`src/rtl/uart_pkg.sv`:
```
// Shared UART definitions: FSM states and oversampling/stop-tick constants,
// used by both the transmitter and the receiver.
package uart_pkg;

    typedef enum logic [1:0] {
        IDLE  = 2'd0,
        START = 2'd1,
        DATA  = 2'd2,
        STOP  = 2'd3
    } state_t;

    localparam int OVERSAMPLE = 16;

    localparam int SB_1   = 16;
    localparam int SB_1P5 = 24;
    localparam int SB_2   = 32;

endpackage

```
`src/rtl/uart_tx.sv`:
```
// UART transmitter: start bit, DBIT data bits LSB first, then SB_TICK ticks of
// stop level, all timed by the 16x oversampling enable s_tick.
module uart_tx
    import uart_pkg::*;
#(
    parameter int DBIT    = 8,
    parameter int SB_TICK = SB_1
) (
    input  logic            clk,
    input  logic            reset,
    input  logic            tx_start,
    input  logic            s_tick,
    input  logic [DBIT-1:0] din,
    output logic            tx_done_tick,
    output logic            tx_busy,
    output logic            tx
);

    localparam int NW = (DBIT > 1) ? $clog2(DBIT) : 1;

    state_t          state;
    logic [5:0]      s;
    logic [NW-1:0]   n;
    logic [DBIT-1:0] b;

    // All outputs are registered with the state so the line never glitches.
    always_ff @(posedge clk) begin
        if (reset) begin
            state        <= IDLE;
            s            <= '0;
            n            <= '0;
            b            <= '0;
            tx           <= 1'b1;
            tx_done_tick <= 1'b0;
            tx_busy      <= 1'b0;
        end else begin
            tx_done_tick <= 1'b0;
            case (state)
                IDLE: begin
                    tx <= 1'b1;
                    if (tx_start) begin
                        state   <= START;
                        s       <= '0;
                        b       <= din;
                        tx      <= 1'b0;
                        tx_busy <= 1'b1;
                    end
                end
                START: begin
                    if (s_tick) begin
                        if (s == 6'(OVERSAMPLE - 1)) begin
                            state <= DATA;
                            s     <= '0;
                            n     <= '0;
                            tx    <= b[0];
                        end else begin
                            s <= s + 6'd1;
                        end
                    end
                end
                DATA: begin
                    if (s_tick) begin
                        if (s == 6'(OVERSAMPLE - 1)) begin
                            s <= '0;
                            b <= b >> 1;
                            if (n == NW'(DBIT - 1)) begin
                                state <= STOP;
                                tx    <= 1'b1;
                            end else begin
                                n  <= n + 1'b1;
                                // b[1] is the bit that lands in b[0] after this shift
                                tx <= b[1];
                            end
                        end else begin
                            s <= s + 6'd1;
                        end
                    end
                end
                STOP: begin
                    if (s_tick) begin
                        if (s == 6'(SB_TICK - 1)) begin
                            state        <= IDLE;
                            s            <= '0;
                            tx_done_tick <= 1'b1;
                            tx_busy      <= 1'b0;
                        end else begin
                            s <= s + 6'd1;
                        end
                    end
                end
                default: begin
                    state   <= IDLE;
                    tx      <= 1'b1;
                    tx_busy <= 1'b0;
                end
            endcase
        end
    end

endmodule

```
`config.mk`:
```
export PLATFORM = sky130hd
export DESIGN_NAME = uart_tx
export DESIGN_NICKNAME = d
export VERILOG_FILES = /design/src/rtl/uart_pkg.sv /design/src/rtl/uart_tx.sv
export SDC_FILE = /design/constraint.sdc
export NUM_CORES = 1
export LEC_CHECK = 0
export ABC_AREA = 1
export CORE_MARGIN = 3
export CORE_UTILIZATION = 45
export CTS_CLUSTER_DIAMETER = 100
export DETAILED_ROUTE_END_ITERATION = 10
export PLACE_DENSITY = 0.68
export RECOVER_POWER = 50
export SLEW_MARGIN = 40
export SYNTH_ARGS = -nofsm -noshare
export SYNTH_HDL_FRONTEND = slang
export SYNTH_SLANG_ARGS = --single-unit
```
`constraint.sdc`:
```
create_clock -name clk -period 1.91 [get_ports clk]
set_input_delay 0.573 -clock clk [delete_from_list [all_inputs] [get_ports clk]]
set_output_delay 0.573 -clock clk [all_outputs]
set_load 0.005 [all_outputs]
```
==> qor.yml <==
diodes: 0
via_count: 1162
clk_path_buf_depth: 2
cts_buffers: 3
avgSynthCellArea_um2: 7.19
cts_tree: "built"
peakVddDrop_mv: 0.751
yosysWarningCount: 0
grt_pass1_wl_mm: 4.36
syn_nets: 201
cts_resized: 0
h-tree-depth: 1
avgRoutedWirePerCell_um: 11.4
clock_latency_ns: 0.30
die_area_mm2: 0.00356
initial_core_util: 0.496
setup_viol: 0
die-width_um: 59.6
tightest_slew_ns: 0.326
grt.total_usage: 0.161
ant_nets: 0
hold_violations: 0
reg2reg_slack_ns: 0.22
die_h_um: 59.6
drv_slew: 0
dp_hpwl_mm: 1.98
tns_ns: 0
path_delay_family: "buffers and inverters"
placementRows: 18
place.gp.congestion: 0.763
slowest_stage: "dlygate4sd3_1"
min_period_over_period: 0.918
cts_setup_buffers: 0
synthCells: 180
cp_data_required_time_ns: 1.34
vias_per_cell: 5.12
rsz0062_at_grt: "false"
ioPinCount: 15
final_cell_area_mm2: 0.00151
clk_pin_slew_worst_paths_ns: 0.12
power.leakage_nw: 0.661
clock-sinks: 22
synth_cell_type_count: 25
placed_cell_area_mm2: 0.00149
syn-cell-area_mm2: 0.00129
status: "complete, no violations"
dp_cells: 224
grt_max_degree: 13
synthDominantCellAreaShare: 0.340
crit_type: "reg -> out"
cp_max_fo: 1
max-cap-violations: 0
grt_pass1_vias: 1084
fin_nets: 220
root_buffer: "clkbuf_4"
min_path_type: "reg -> reg"
crit_arrival_ns: 1.18
crit_path_cell_trace: "dlygate4sd3_1"
maxSlewHeadroom: 0.783
worstSetupEndpointType: "primary output"
period_minus_slack_ns: 1.75
fmax_mhz: 570
drive_gt1_frac: 0.137
core_area_mm2: 0.00261
drtIter0Drc: 35
n_fill_cell: 257
area_delta_synth_final_pct: 16.5
synth-seq-cells: 22
synth_top_area_cell: "dfxtp_1"
cp.buffers_inverters: 1
overflow: 0
synth.area.top_cells: "dfxtp_1 (34%), nand2_1 (15%), ha_1 (8.7%)"
drcViolationCount: 0
cts-hold-fix-buffers: 0
antenna_found_initial: 0
cp-start-kind: "flip-flop"
numPortBuffers: 14
clock-skew-final_ns: 0.00167
layout_commonest_cell: "nand2_1"
dr.pass1.iters: 4
final_cell_mix: "nand2_1 (53), dfxtp_1 (22), a21oi_1 (19), inv_1 (14), nand3_1 (14)"
yosysSeqAreaShare: 0.340
routed_wl_mm: 2.59
power.density_mw_per_mm2: 1130
stdcell_count: 227
max_stage_delay_ns: 0.55
## worst paths after layout
kind                start      endpoint  cells after the start
max reg2reg      state[0]          b[7]                      8
min reg2reg       tx_busy       tx_busy                      2
min               tx_busy       tx_busy                      2
max          tx_done_tick  tx_done_tick                      1
## cells by family after synthesis
kind of cell               share of synthesized area
and+or+nand+nor                                0.379
xor gates and xnor gates                      0.0203
DFF                                            0.340
adders and majority gates                     0.0870
buffers and inverters                         0.0686
AOI/OAI and AO/OA                              0.105
## area by class of cell
cell class | count | area, um^2 | area share
clock buffers | 3 | 22.5 | 0.0149
inverters | 18 | 67.6 | 0.0448
multi-input cells | 136 | 758 | 0.502
flip-flops and latches | 22 | 440 | 0.292
well taps | 30 | 37.5 | 0.0249
repair buffers | 18 | 183 | 0.121
## cell usage after synthesis
cell type and n:
o21ai_2 1, nand2_4 2, nand3_2 1, nor3_1 1, nor2_1 11, ha_1 9
inv_2 5, clkbuf_1 1, nor2_2 1, o21ai_1 1, inv_1 13, xor2_1 3
nand3_4 1, o21a_1 1, nor2_8 1, buf_2 2, buf_4 1, dfxtp_1 22
a21oi_1 19, nand3_1 14, nor2_4 3, nand4_1 4, nand2_1 52, nand2_2 7
o21ai_0 4
## registers in the layout (all words and copies together) (netlist names)
register and count:
tx_done_tick 1, state 2, b 8, tx 1, s 6, n 3
tx_busy 1
## per-stage QoR
stage          setup slack [ns]  hold slack, ns  utilization  power (mW)
5_1_grt                  0.0554           0.493        0.578        1.85
4_1_cts                   0.178           0.463        0.580        1.73
2_1_floorplan             0.462           0.434            -        1.27
6_report                  0.156           0.458        0.578        1.70
3_5_place_dp           -0.00583           0.444        0.572        1.51
3_3_place_gp             0.0581           0.438        0.572        1.49
## power by group
group / switching, mW / internal (mW) / total, mW
sequential: 0.0716 / 0.569 / 0.641
clock: 0.141 / 0.0736 / 0.215
combinational: 0.496 / 0.348 / 0.844
total: 0.708 / 0.991 / 1.70
## per-layer routing
| layer | vias up | GRT usage | wire length (um) |
|---|---|---|---|
| li1 | 612 | - | - |
| met1 | 523 | 0.187 | 1230 |
| met2 | 23 | 0.292 | 1230 |
| met3 | 4 | 0.0261 | 86 |
| met4 | 0 | 0.0570 | 36 |
| met5 | - | 0 | 0 |
(Power assumes the default switching activity.)
